**config.mk**
```make
export PLATFORM = sky130hd
export DESIGN_NAME = layer_compositor
export DESIGN_NICKNAME = d
export VERILOG_FILES = /design/src/rtl/compositor_pkg.sv /design/src/rtl/pipe_delay.sv /design/src/rtl/layer_compositor.sv
export SDC_FILE = /design/constraint.sdc
export NUM_CORES = 1
export LEC_CHECK = 0
export ABC_AREA = 1
export CELL_PAD_IN_SITES_DETAIL_PLACEMENT = 0
export CELL_PAD_IN_SITES_GLOBAL_PLACEMENT = 1
export CORE_MARGIN = 5
export CORE_UTILIZATION = 30
export CTS_BUF_LIST = sky130_fd_sc_hd__clkbuf_4 sky130_fd_sc_hd__clkbuf_8 sky130_fd_sc_hd__clkbuf_16
export DETAILED_ROUTE_END_ITERATION = 8
export GPL_ROUTABILITY_DRIVEN = 0
export PLACE_DENSITY = 0.65
export SYNTH_ARGS = -nofsm -noshare
export SYNTH_HDL_FRONTEND = slang
export SYNTH_SLANG_ARGS = --single-unit
```
**constraint.sdc**
```tcl
create_clock -name clk -period 26.2 [get_ports clk]
set_input_delay 7.86 -clock clk [delete_from_list [all_inputs] [get_ports clk]]
set_output_delay 7.86 -clock clk [all_outputs]
set_load 0.005 [all_outputs]
```
**src/rtl/compositor_pkg.sv**
```systemverilog
// Shared constants for the sprite layer compositor.
package compositor_pkg;
    localparam int                 COLOR_W_DEF = 16;
    localparam int                 MAX_LATENCY = 4;
    localparam int                 COUNT_W     = 16;
    localparam logic [COUNT_W-1:0] COUNT_SAT   = '1;
endpackage

```
**src/rtl/pipe_delay.sv**
```systemverilog
// Fixed-depth register delay line with async clear; DEPTH=0 is a plain wire.
module pipe_delay #(
    parameter int WIDTH = 1,
    parameter int DEPTH = 1
) (
    input  logic             clk,
    input  logic             rst,
    input  logic [WIDTH-1:0] d_i,
    output logic [WIDTH-1:0] q_o
);
    generate
        if (DEPTH == 0) begin : g_wire
            logic unused;
            assign unused = ^{clk, rst};
            assign q_o    = d_i;
        end else begin : g_pipe
            logic [WIDTH-1:0] stage_q [DEPTH];
            always_ff @(posedge clk or posedge rst) begin
                if (rst) begin
                    for (int i = 0; i < DEPTH; i++) stage_q[i] <= '0;
                end else begin
                    stage_q[0] <= d_i;
                    for (int i = 1; i < DEPTH; i++) stage_q[i] <= stage_q[i-1];
                end
            end
            assign q_o = stage_q[DEPTH-1];
        end
    endgenerate
endmodule

```
**src/rtl/layer_compositor.sv**
```systemverilog
// Sprite layer compositor: frame-synchronous layer mask, priority select,
// aligned sync/pixel delay line and per-frame collision statistics.
module layer_compositor
    import compositor_pkg::*;
#(
    parameter int N_LAYERS = 8,
    parameter int COLOR_W  = COLOR_W_DEF,
    parameter int LATENCY  = 2,
    parameter int COL_A    = 3,
    parameter int COL_B    = 4
) (
    input  logic                         clk,
    input  logic                         rst,
    input  logic                         in_hsync,
    input  logic                         in_vsync,
    input  logic                         in_de,
    input  logic                         new_frame,
    input  logic [N_LAYERS-1:0]          layer_pe,
    input  logic [N_LAYERS*COLOR_W-1:0]  layer_color,
    input  logic [COLOR_W-1:0]           bg_color,
    input  logic [N_LAYERS-1:0]          mask_next,
    output logic                         out_hsync,
    output logic                         out_vsync,
    output logic                         out_de,
    output logic [COLOR_W-1:0]           out_rgb,
    output logic                         collide_pulse,
    output logic                         collide_flag,
    output logic [COUNT_W-1:0]           collide_count
);
    localparam int LAT_C = (LATENCY > MAX_LATENCY) ? MAX_LATENCY :
                           (LATENCY < 1) ? 1 : LATENCY;
    localparam int DLY_D = (LAT_C == 1) ? 1 : LAT_C - 1;

    logic [N_LAYERS-1:0] mask_q;
    logic [N_LAYERS-1:0] vis_in;
    logic                hit;

    assign vis_in = layer_pe & mask_q;
    assign hit    = in_de & vis_in[COL_A] & vis_in[COL_B];

    always_ff @(posedge clk or posedge rst) begin
        if (rst)            mask_q <= '0;
        else if (new_frame) mask_q <= mask_next;
    end

    // Select operands: raw inputs at LATENCY=1, first register otherwise
    logic [N_LAYERS-1:0]         vis_s;
    logic [N_LAYERS*COLOR_W-1:0] col_s;
    logic [COLOR_W-1:0]          bg_s;
    logic                        hs_s, vs_s, de_s;

    generate
        if (LAT_C == 1) begin : g_direct
            assign vis_s = vis_in;
            assign col_s = layer_color;
            assign bg_s  = bg_color;
            assign hs_s  = in_hsync;
            assign vs_s  = in_vsync;
            assign de_s  = in_de;
        end else begin : g_stage1
            logic [N_LAYERS-1:0]         vis_q;
            logic [N_LAYERS*COLOR_W-1:0] col_q;
            logic [COLOR_W-1:0]          bg_q;
            logic                        hs_q, vs_q, de_q;
            always_ff @(posedge clk or posedge rst) begin
                if (rst) begin
                    vis_q <= '0;
                    col_q <= '0;
                    bg_q  <= '0;
                    hs_q  <= 1'b0;
                    vs_q  <= 1'b0;
                    de_q  <= 1'b0;
                end else begin
                    vis_q <= vis_in;
                    col_q <= layer_color;
                    bg_q  <= bg_color;
                    hs_q  <= in_hsync;
                    vs_q  <= in_vsync;
                    de_q  <= in_de;
                end
            end
            assign vis_s = vis_q;
            assign col_s = col_q;
            assign bg_s  = bg_q;
            assign hs_s  = hs_q;
            assign vs_s  = vs_q;
            assign de_s  = de_q;
        end
    endgenerate

    logic [COLOR_W-1:0] rgb_s;

    // Walk from the bottom layer up so the lowest visible index wins
    always_comb begin
        rgb_s = bg_s;
        for (int i = N_LAYERS - 1; i >= 0; i--) begin
            if (vis_s[i]) rgb_s = col_s[i*COLOR_W +: COLOR_W];
        end
        if (!de_s) rgb_s = '0;
    end

    pipe_delay #(
        .WIDTH (COLOR_W + 3),
        .DEPTH (DLY_D)
    ) u_dly (
        .clk (clk),
        .rst (rst),
        .d_i ({hs_s, vs_s, de_s, rgb_s}),
        .q_o ({out_hsync, out_vsync, out_de, out_rgb})
    );

    logic [COUNT_W-1:0] acc_q, acc_d, cnt_q, cnt_d;
    logic               any_q, any_d, fired_q, fired_d;
    logic               pulse_q, pulse_d, flag_q, flag_d;

    // Frame boundary first, so a hit on the new_frame cycle opens the new frame
    always_comb begin
        acc_d   = acc_q;
        any_d   = any_q;
        fired_d = fired_q;
        cnt_d   = cnt_q;
        flag_d  = flag_q;
        pulse_d = 1'b0;
        if (new_frame) begin
            cnt_d   = acc_q;
            flag_d  = any_q;
            acc_d   = '0;
            any_d   = 1'b0;
            fired_d = 1'b0;
        end
        if (hit) begin
            if (acc_d != COUNT_SAT) acc_d = acc_d + COUNT_W'(1);
            any_d   = 1'b1;
            pulse_d = !fired_d;
            fired_d = 1'b1;
        end
    end

    always_ff @(posedge clk or posedge rst) begin
        if (rst) begin
            acc_q   <= '0;
            cnt_q   <= '0;
            any_q   <= 1'b0;
            fired_q <= 1'b0;
            pulse_q <= 1'b0;
            flag_q  <= 1'b0;
        end else begin
            acc_q   <= acc_d;
            cnt_q   <= cnt_d;
            any_q   <= any_d;
            fired_q <= fired_d;
            pulse_q <= pulse_d;
            flag_q  <= flag_d;
        end
    end

    assign collide_pulse = pulse_q;
    assign collide_flag  = flag_q;
    assign collide_count = cnt_q;
endmodule

```
* Yosys cells after proc, flatten, opt, wreduce, memory -nomap -nowiden
Index checks and enable logic that the tools add are counted.
W data, S select, Z words.
** Storage, ports and cells
- Register bits after elaboration :: 218
- Input port bits :: 166
- Output and inout port bits :: 37
- Logic and storage cells :: 38
** Operators by class
- $add $sub $neg :: 1
- Equal/unequal tests :: 1
- Multiplexer cells :: 17
- Bitwise operators :: 3
- Reductions and logical operators :: 2
** Operators by type and width (count)
- $mux W16 :: 12
- $add A16 B1 Y16 const B :: 1
- $ne A16 B16 Y1 const B :: 1
- $and A8 B8 Y8 :: 1
- $mux W1 :: 5
- $and A1 B1 Y1 :: 2
- $reduce_bool A2 Y1 :: 1
- $logic_not A1 Y1 :: 1

* Depth between registers and ports, before layout
Gate-level depths: netlist (run 1).
- Depth in word-level cells :: 9
- Mapped depth :: 12
- Mapped depth without buffers :: 11

* Modules after synthesis
Synthesis (run 1) repeated with hierarchy kept, for this count alone.
** Second synthesis, totals
- Cells, all modules :: 793
- Area total of the unflattened synthesis :: 8051.5 sq um
** By module, submodules not included
- layer_compositor :: instances 1, cells an instance 773, area an instance 7572.3 sq um, sequential area each 4979.8 sq um
- pipe_delay :: instances 1, cells an instance 20, area an instance 479.2 sq um, sequential area each 475.5 sq um

* Worst setup path before layout (run 1)
Ideal clock, no wire load.
- Path kind :: input to register
- Start point :: in new_frame
- End point :: reg acc_q[4]
- Setup time :: 0.123 ns
- Data arrival time :: 9.094 ns
- Required time :: 26.077 ns
- Slack :: 16.983 ns
- Cell stages on the path :: 9
- Buffers on the path :: 1
- Path through :: buf_6 > nor2_2 > ha_1 > nand3_2 > nor3_2 > nand2_2 > nand2_2 > nor2_2 > xor2_1
** Between the ends
- Word-level cells in the longest chain between the ends :: 4
- Elaborated cells on any way between the ends :: 5
- Those cells by class :: add/sub: 1; eq/ne: 1; mux: 3
** Ends and longest elaborated chain
- start: declaration :: RTL line layer_compositor.sv:17 : input logic new_frame,
- $mux W16 * :: RTL line layer_compositor.sv:124 : if (new_frame) begin
- $add A16 B1 Y16 or $ne A16 B16 Y1 (tied branches) :: RTL line layer_compositor.sv:132 : if (acc_d != COUNT_SAT) acc_d = acc_d + COUNT_W'(1);
- $mux W16 :: RTL line layer_compositor.sv:132
- $mux W16 * :: RTL line layer_compositor.sv:131 : if (hit) begin
- named net acc_d[4] :: RTL line layer_compositor.sv:112 : logic [COUNT_W-1:0] acc_q, acc_d, cnt_q, cnt_d;
- end signal: assignment :: RTL line layer_compositor.sv:141 : acc_q <= '0;
- end signal: assignment :: RTL line layer_compositor.sv:148 : acc_q <= acc_d;
- end: declaration :: RTL line layer_compositor.sv:112
The timed path passes the listed nets; every way through them passes the cells marked *.
A chain may end at the register's enable or synchronous reset.

==> flow_metrics.env, run 1 <==
export IMPL_area_growth_pct=39.46
export IMPL_cts_resized=0
export IMPL_clockBufferDepth=3
export IMPL_clock_latency_ns=0.50
export IMPL_peakVddDrop_mv=0.04289
export IMPL_via_per_inst=4.353
export IMPL_grt_pass1_wl_mm=34.92
export IMPL_synth_fa_ha_area_frac=0.001546
export IMPL_n_fill_cell=2573
export IMPL_setup_viol=0
export IMPL_startpoint_type="input pin"
export IMPL_pwr_density_cell_nw_per_um2=70.57
export IMPL_post_cts_buffers=0
export IMPL_max_freq_mhz=100.9
export IMPL_rows=60
export IMPL_grt_pass1_vias=6076
export IMPL_final_util=0.4222
export IMPL_power_leakage_nw=5.299
export IMPL_maxSlewViolCount=0
export IMPL_critPathRequiredTime_ns=26.76
export IMPL_slew_headroom=0.2702
export IMPL_synthSimpleGateAreaFrac=0.1849
export IMPL_num_nets_final=1159
export IMPL_initial_core_util=0.3028
export IMPL_whs_ns=0.3463
export IMPL_drv_cap=0
export IMPL_cts_tree="done"
export IMPL_regArea_um2=5455
export IMPL_hold_depth=0
export IMPL_reg2regPathDepth=10
export IMPL_finalCritPeriodShare=0.3785
export IMPL_synth_xor_area_share=0.01407
export IMPL_synth_area_leaders="dfrtp_1 67%, nand2_1 10%, a21oi_1 4.0%"
export IMPL_cts_hold_buf=0
export IMPL_path_class="in -> async"
export IMPL_clk_pin_slew_ns=0.06
export IMPL_syn_nets=960
export IMPL_synthCells=793
export IMPL_ys_warn_count=0
export IMPL_dp_hpwl_mm=15.60
export IMPL_synth_top_area_frac=0.6742
export IMPL_rsz0062_at_grt="false"
export IMPL_seq_area_frac_synth=0.6742
export IMPL_clock_sinks=218
export IMPL_die_h_um=174.2
export IMPL_cts_root_buf="clkbuf_16"
export IMPL_final_cells=1351
export IMPL_synth_mux_area_frac=0
export IMPL_drt_iter0_markers=390
export IMPL_synth_top_family_by_area="simple AND/OR/NAND/NOR gates"
export IMPL_dieArea_um2=30360
export IMPL_drt_total_wl_mm=22.38
export IMPL_yosys_area_top_type="dfrtp_1"
export IMPL_synth_seq_cells=218
export IMPL_crit_fanout=91
export IMPL_grt_use_total=0.1460
export IMPL_pin_count=203
export IMPL_min_path_type="reg -> reg"
export IMPL_finalClockSkew_ns=0.006658
export IMPL_cts_buffers=25
export IMPL_avgSynthCellArea_um2=10.20
export IMPL_grt_overflow=0
export IMPL_hold_viol_final=0
export IMPL_grt_max_degree=92
export IMPL_die_w_um=174.2
export IMPL_outcome="completed"
export IMPL_total_power_uw=796.4
export IMPL_vias=5881
export IMPL_synth_distinct_cells=30
export IMPL_antenna_found_initial=2
export IMPL_drive_gt1_frac=0.08920
export IMPL_multi_input_area_um2=2153
export IMPL_io_buffers=202
export IMPL_fin_tns_setup_ns=0
export IMPL_synth_compound_area_frac=0.06556
export IMPL_design_core_area_um2=26730
export IMPL_drc_errors=0
export IMPL_crit_path_end_kind="async pin"
export IMPL_first_pass_iters=4
export IMPL_htreeDepth=1
export IMPL_finalCriticalPeriod_ns=9.916
export IMPL_dp_cells=1306
export IMPL_cp_arrival_ns=10.47
export IMPL_antenna_left=0
export IMPL_syn_area_um2=8092
export IMPL_worstMarginPinSlew_ns=1.095
export IMPL_wl_per_cell_um=16.57
-- metrics by stage --
step | instance area [um^2] | setup slack [ns]
after floorplan | 8092 | 12.38
after global placement | 10420 | 15.64
after detailed placement | 10420 | 15.60
after CTS | 11280 | 16.15
after global routing | 11280 | 15.87
final | 11280 | 16.28
-- critical path, stage by stage --
cell and delay (ns):
clkdlybuf4s50_1 0.49, inv_8 0.46, buf_4 0.81, buf_4 0.72
-- layout by cell type (no fill, tap or decap), types with 2 or more instances in the layout --
cell type / synthesis / layout
a21oi_1: 65 / 65
buf_4: 0 / 3
bufinv_16: 0 / 3
clkbuf_16: 0 / 25
clkbuf_4: 0 / 7
clkbuf_8: 0 / 5
clkdlybuf4s50_1: 0 / 202
clkinv_2: 0 / 3
dfrtp_1: 218 / 218
inv_1: 82 / 81
inv_2: 6 / 6
nand2_1: 220 / 220
nand2_2: 3 / 3
nand2_4: 2 / 2
nand3_1: 60 / 60
nand3_2: 2 / 2
nand4_1: 3 / 3
nor2_1: 11 / 11
nor2_2: 7 / 7
nor3_2: 2 / 2
nor3_4: 2 / 2
o21ai_0: 35 / 35
o21ai_1: 6 / 6
or2_2: 16 / 16
xnor2_1: 6 / 6
xor2_1: 7 / 7
-- routing by layer --
layer / part of all wire / wire length [um] / up-vias / track usage
li1: - / - / 2878 / -
met1: 0.45 / 10130 / 2807 / 0.2022
met2: 0.46 / 10390 / 159 / 0.2312
met3: 0.060 / 1352 / 35 / 0.03502
met4: 0.022 / 495 / 2 / 0.03827
met5: 0.00058 / 13 / - / 0
-- flip-flops by register name, summed over array words and instances, names as in the netlist --
signal / flops
col_s: 128
collide_pulse: 1
fired_q: 1
collide_flag: 1
g_stage1.vis_q: 8
u_dly.q_o: 19
g_stage1.vs_q: 1
mask_q: 8
collide_count: 16
any_q: 1
g_stage1.hs_q: 1
de_s: 1
bg_s: 16
acc_q: 16
-- synthesized netlist by cell type (all sizes together) --
master,number
nor3b,1
inv,88
nor2,19
or2,16
dfrtp,218
clkinv,1
a21oi,65
nand3,62
o21ai,41
ha,1
nor3,5
clkbuf,20
nand4,4
buf,13
xor2,7
nand2,225
nand3b,1
xnor2,6
-- kinds of logic (layout without fill, tap and decap cells) --
| group | count (synthesis) | after routing |
|---|---|---|
| AND/OR/NAND/NOR | 333 | 333 |
| flip-flops | 218 | 218 |
| buffers and inverters | 122 | 338 |
| AO/OA/AOI/OAI | 106 | 106 |
| XOR/XNOR | 13 | 13 |
| adder cells (fa/ha/maj) | 1 | 1 |
| other | 0 | 1 |
-- report_power, final --
part	internal [mW]	leakage [nW]	switching (mW)	total [mW]
sequential	0.353	2.66	0.00991	0.363
combinational	0.0390	2.21	0.0339	0.0729
clock	0.226	0.435	0.134	0.360
-- final cells by class --
class | instances | area share
tap | 341 | 0.03781
timing repair buffer | 205 | 0.1812
clock buffer | 37 | 0.06619
sequential | 218 | 0.4834
inverter | 89 | 0.03027
clock inverter | 7 | 0.01009
multi-input combinational | 453 | 0.1908
antenna | 1 | 0.0002218
-- worst paths after layout --
| check | from | end | slack (ns) |
|---|---|---|---|
| max in group clk | new_frame | acc_q[4] | 16.35 |
| hold / removal | g_stage1.hs_q | u_dly.q_o[18] | 0.35 |
| setup reg to reg | g_stage1.vis_q[7] | u_dly.q_o[11] | 24.00 |
| hold reg to reg | g_stage1.hs_q | u_dly.q_o[18] | 0.35 |
| min in group asynchronous | rst | g_stage1.hs_q | 7.83 |
| setup / recovery | rst | u_dly.q_o[6] | 16.28 |
Power figures use the tool's default switching activity.
==> inputs of run 2 (changes only) <==
Clock period 26.2 ns to 9.7 ns, I/O delays scaled along.
==> run 2 against run 1 <==
Against the previous run:
- die area unchanged
- clock-buffer cell count down 7
- total power increased to 2.7 times the previous value
- via count grew 0.10%
- first-iteration DRC count decreased by 19%
- wire length rose by 0.99%
- utilization is 0.18 points higher
- critical path depth is 7 higher
- critical path type is now in -> reg
- highest routed layer unchanged
==> flow_metrics.env, run 2 (synthesized netlist as in run 1, its figures left out) <==
export IMPL_design_core_area_um2=26730
export IMPL_largest_register_ff_count=128
export IMPL_vias=5887
export IMPL_crit_fanout=48
export IMPL_initial_core_util=0.3028
export IMPL_met2_usage=0.2369
export IMPL_worst_path_dominant_cell_family="buffers and inverters"
export IMPL_via_per_inst=4.338
export IMPL_finalCritPeriodShare=0.5038
export IMPL_drc_errors=0
export IMPL_peakVddDrop_mv=0.09625
export IMPL_rows=60
export IMPL_first_pass_iters=7
export IMPL_path_common_cell="nand2_2"
export IMPL_hold_viol_final=0
export IMPL_power_leakage_nw=5.304
export IMPL_grt_pass1_vias=6183
export IMPL_antenna_left=0
export IMPL_pwr_density_cell_nw_per_um2=193.2
export IMPL_cts_buffers=25
export IMPL_grt_use_total=0.1465
export IMPL_num_nets_final=1159
export IMPL_crit_buf_inv=3
export IMPL_layout_commonest_cell="nand2_1"
export IMPL_cts_hold_buf=0
export IMPL_finalCriticalPeriod_ns=4.887
export IMPL_io_buffers=202
export IMPL_grt_met1_usage=0.1982
export IMPL_setup_viol=0
export IMPL_whs_ns=0.3421
export IMPL_cts_root_buf="clkbuf_16"
export IMPL_clock_sinks=218
export IMPL_seqPwrFrac=0.448
export IMPL_drv_cap=0
export IMPL_die_h_um=174.2
export IMPL_slew_headroom=0.2662
export IMPL_critical_path_cell_chain="clkdlybuf4s50_1 -> buf_4 -> inv_2 -> nand2_2 -> nor2_2 -> nand2_1 -> nor3_2 -> nand2_2 -> nand2_2 -> nor2_2 -> xor2_1"
export IMPL_maxSlewViolCount=0
export IMPL_wl_per_cell_um=16.66
export IMPL_clkPwrFrac=0.462
export IMPL_cts_resized=0
export IMPL_mostFrequentLayoutCells="220 x nand2_1, 218 x dfrtp_1, 202 x clkdlybuf4s50_1, 81 x inv_1, 65 x a21oi_1"
export IMPL_dp_hpwl_mm=15.63
export IMPL_startpoint_type="input pin"
export IMPL_multi_input_area_um2=2153
export IMPL_critPathMaxStageDelay_ns=0.59
export IMPL_outcome="completed"
export IMPL_p_comb_frac=0.090
export IMPL_max_freq_mhz=204.6
export IMPL_grt_max_degree=97
export IMPL_grt_pass1_wl_mm=35.11
export IMPL_fin_tns_setup_ns=0
export IMPL_drive_gt1_frac=0.09100
export IMPL_cp_arrival_ns=5.29
export IMPL_intPower_mw=1.680
export IMPL_post_cts_buffers=0
export IMPL_die_w_um=174.2
export IMPL_cts_tree="done"
export IMPL_cpMaxStageDelayCell="inv_2"
export IMPL_crit_path_end_kind="flip-flop"
export IMPL_p_sw_uw=508.9
export IMPL_n_fill_cell=2594
export IMPL_pin_count=203
export IMPL_clk_pin_slew_ns=0.06
export IMPL_worstMarginPinSlew_ns=1.101
export IMPL_grt_busiest_layer="met2"
export IMPL_regArea_um2=5455
export IMPL_drt_total_wl_mm=22.60
export IMPL_grt_overflow=0
export IMPL_finalClockSkew_ns=0.01204
export IMPL_clockBufferDepth=3
export IMPL_dieArea_um2=30360
export IMPL_switching_share=0.2324
export IMPL_clock_latency_ns=0.52
export IMPL_critPathRequiredTime_ns=10.11
export IMPL_antenna_found_initial=3
export IMPL_rsz0062_at_grt="false"
export IMPL_min_path_type="reg -> reg"
export IMPL_drt_iter0_markers=315
export IMPL_path_class="in -> reg"
export IMPL_htreeDepth=1
export IMPL_area_growth_pct=40.07
export IMPL_met3_usage=0.03763
## run 2: cell count changes in the layout (fill, tap and decap cells not counted)
cell,delta
clkbuf_4,-7
diode_2,+4
clkinvlp_4,+3
clkinv_2,+2
bufinv_16,+1
clkinv_4,+1
inv_6,+1
inv_8,+1
## run 2: per-layer routing
metal	up-vias	wire length, um	part of all wire
met5	-	27	0.0012
met4	4	502	0.022
met3	37	1457	0.064
met2	175	10470	0.46
met1	2790	10150	0.45
li1	2881	-	-
## run 2: power groups by stage
stage / combinational, mW / clock [mW] / sequential, mW
after floorplan: 0.0928 / 0 / 0.983
after CTS: 0.205 / 1.04 / 0.982
after global placement: 0.203 / 0 / 0.997
final: 0.197 / 1.01 / 0.981
after global routing: 0.222 / 1.08 / 0.987
after detailed placement: 0.203 / 0 / 0.998
## run 2: cell type report
cell class,instances,share of cell area
antenna,5,0.001104
clock buffer,30,0.06127
clock inverter,16,0.01811
inverter,89,0.03014
multi-input combinational,453,0.1900
sequential,218,0.4813
tap,341,0.03765
timing repair buffer,205,0.1804
## run 2: metrics by stage
step / std cells / util / instance area (um^2) / worst slack [ns] / power (mW)
floorplan: 793 / - / 8092 / 0.8256 / 1.076
global placement: 1306 / 0.3899 / 10420 / 4.282 / 1.200
detailed placement: 1306 / 0.3899 / 10420 / 4.239 / 1.201
CTS: 1352 / 0.4236 / 11320 / 4.803 / 2.229
global route: 1353 / 0.4237 / 11320 / 4.574 / 2.284
finish: 1357 / 0.4241 / 11330 / 4.813 / 2.189
## run 2: final timing paths
| check | from | endpoint | slack [ns] | cells after the start |
|---|---|---|---|---|
| setup / recovery | new_frame | acc_q[4] | 4.81 | 11 |
| hold / removal | g_stage1.vs_q | u_dly.q_o[17] | 0.34 | 0 |
| setup reg to reg | g_stage1.vis_q[7] | u_dly.q_o[2] | 7.45 | 10 |
| hold reg to reg | g_stage1.vs_q | u_dly.q_o[17] | 0.34 | 0 |
| max in group asynchronous | rst | col_s[14] | 5.46 | 3 |
| min in group asynchronous | rst | bg_s[0] | 2.90 | 2 |
==> inputs of run 3 (changes only) <==
Clock period 9.7 ns to 5.1 ns, I/O delays scaled along.
==> run 3 against run 2 <==
Against the previous run:
- setup slack worse by 3.1 ns
- clock-buffer cell count up 1
- wire length down 1.1%
- sequential share of layout area about the same
- first-iteration DRC count up 31%
- clock power up 87%
- utilization about the same
- hold slack better by 0.0049 ns
- critical endpoint unchanged
- largest cell class unchanged
==> flow_metrics.env, run 3 (synthesized netlist as in run 1, its figures left out) <==
export IMPL_r2r_setup_slack_ns=2.85
export IMPL_rsz0062_at_grt="false"
export IMPL_route_met2_wl_mm=10.43
export IMPL_grt_max_degree=126
export IMPL_place_ws_ns=1.153
export IMPL_num_nets_final=1160
export IMPL_cts_resized=0
export IMPL_setup_ws_ns=1.690
export IMPL_final_util=0.4237
export IMPL_reg2regPathDepth=10
export IMPL_wl_per_cell_um=16.55
export IMPL_r2r_start="g_stage1.vis_q[7]"
export IMPL_cts_root_buf="clkbuf_16"
export IMPL_slew_headroom=0.2501
export IMPL_regArea_um2=5455
export IMPL_holdCritStartpoint="g_stage1.hs_q"
export IMPL_multi_input_area_um2=2153
export IMPL_critPathRequiredTime_ns=5.49
export IMPL_via_per_inst=4.355
export IMPL_antenna_found_initial=2
export IMPL_design_core_area_um2=26730
export IMPL_clock_latency_ns=0.52
export IMPL_fin_tns_setup_ns=0
export IMPL_drv_cap=0
export IMPL_largest_register_ff_count=128
export IMPL_r2r_end="u_dly.q_o[5]"
export IMPL_drc_errors=0
export IMPL_peakVddDrop_mv=0.1800
export IMPL_die_h_um=174.2
export IMPL_post_cts_buffers=0
export IMPL_io_buffers=202
export IMPL_worstMarginPinSlew_ns=1.125
export IMPL_mostFrequentLayoutCells="220 x nand2_1, 218 x dfrtp_1, 202 x clkdlybuf4s50_1, 81 x inv_1, 65 x a21oi_1"
export IMPL_crit_fanout=14
export IMPL_area_growth_pct=39.94
export IMPL_hold_depth=0
export IMPL_startpoint_type="input pin"
export IMPL_power_leakage_nw=5.308
export IMPL_wl_met3_mm=1.551
export IMPL_htreeDepth=1
export IMPL_hold_viol_final=0
export IMPL_rows=60
export IMPL_crit_path_end_kind="flip-flop"
export IMPL_cts_hold_buf=0
export IMPL_n_fill_cell=2561
export IMPL_die_w_um=174.2
export IMPL_outcome="completed"
export IMPL_grt_use_total=0.1459
export IMPL_drive_gt1_frac=0.08920
export IMPL_setup_viol=0
export IMPL_drt_total_wl_mm=22.36
export IMPL_grt_pass1_wl_mm=34.85
export IMPL_clock_sinks=218
export IMPL_dp_hpwl_mm=15.60
export IMPL_pin_count=203
export IMPL_finalClockSkew_ns=0.02187
export IMPL_hold_end="u_dly.q_o[18]"
export IMPL_drt_iter0_markers=413
export IMPL_vias=5883
export IMPL_maxUsedRoutingLayer="met5"
export IMPL_finalCritPeriodShare=0.6687
export IMPL_clk_pin_slew_ns=0.06
export IMPL_dieArea_um2=30360
export IMPL_pwr_density_cell_nw_per_um2=364.5
export IMPL_wl_met1_mm=9.858
export IMPL_first_pass_iters=4
export IMPL_cts_buffers=25
export IMPL_antenna_left=0
export IMPL_layout_commonest_cell="nand2_1"
export IMPL_min_path_type="reg -> reg"
export IMPL_initial_core_util=0.3028
export IMPL_grt_overflow=0
export IMPL_grt_pass1_vias=6045
export IMPL_cp_arrival_ns=3.80
export IMPL_maxSlewViolCount=0
export IMPL_cts_tree="done"
export IMPL_clockBufferDepth=3
export IMPL_path_class="in -> reg"
export IMPL_max_freq_mhz=293.2
export IMPL_finalCriticalPeriod_ns=3.410
run 3: cell count changes in the layout (fill, tap and decap cells not counted), sizes merged:
cell      delta
buf          +1
clkbuf       +1
clkinvlp     -2
diode        -4
inv          -2
run 3: report_power, final:
part | leakage (nW) | internal, mW | total [mW] | switching, mW
logic | 2.21 | 0.203 | 0.376 | 0.173
clock network | 0.436 | 1.17 | 1.89 | 0.717
registers | 2.66 | 1.81 | 1.87 | 0.0507
total | 5.31 | 3.19 | 4.13 | 0.941
run 3: through the flow:
| step | std cells | cell area [um^2] | hold WS, ns | power, mW |
|---|---|---|---|---|
| after CTS | 1350 | 11320 | 0.3482 | 4.199 |
| after floorplan | 793 | 8095 | 0.3312 | 2.047 |
| after global routing | 1350 | 11320 | 0.3689 | 4.318 |
| final | 1351 | 11320 | 0.3470 | 4.128 |
| after global placement | 1307 | 10450 | 0.3318 | 2.284 |
| after detailed placement | 1307 | 10450 | 0.3347 | 2.287 |
run 3: how the worst max path moves through the flow:
stage | from | end
6_report | new_frame | acc_q[4]
2_1_floorplan | rst | acc_q[0]
3_5_place_dp | new_frame | acc_q[4]
5_1_grt | new_frame | acc_q[13]
3_3_place_gp | new_frame | acc_q[13]
4_1_cts | new_frame | acc_q[4]
run 3: critical path, cell delays in order:
cell,delay (ns)
clkdlybuf4s50_1,0.62
buf_4,0.32
nor2_2,0.18
ha_1,0.26
nand3_2,0.15
nor3_2,0.30
nand2_2,0.13
nand2_2,0.11
nor2_2,0.05
xor2_1,0.14
run 3: cell type report:
type | count | area share
diodes | 1 | 0.0002210
clock buffers | 31 | 0.06144
clock inverters | 12 | 0.01547
inverters | 89 | 0.02983
multi-input cells | 453 | 0.1902
flip-flops and latches | 218 | 0.4818
well taps | 341 | 0.03768
repair buffers | 206 | 0.1834
run 3: per-layer routing:
metal,vias up,global-route usage
met3,36,0.03828
li1,2879,-
met5,-,0
met4,4,0.03134
met2,185,0.2309
met1,2779,0.2032
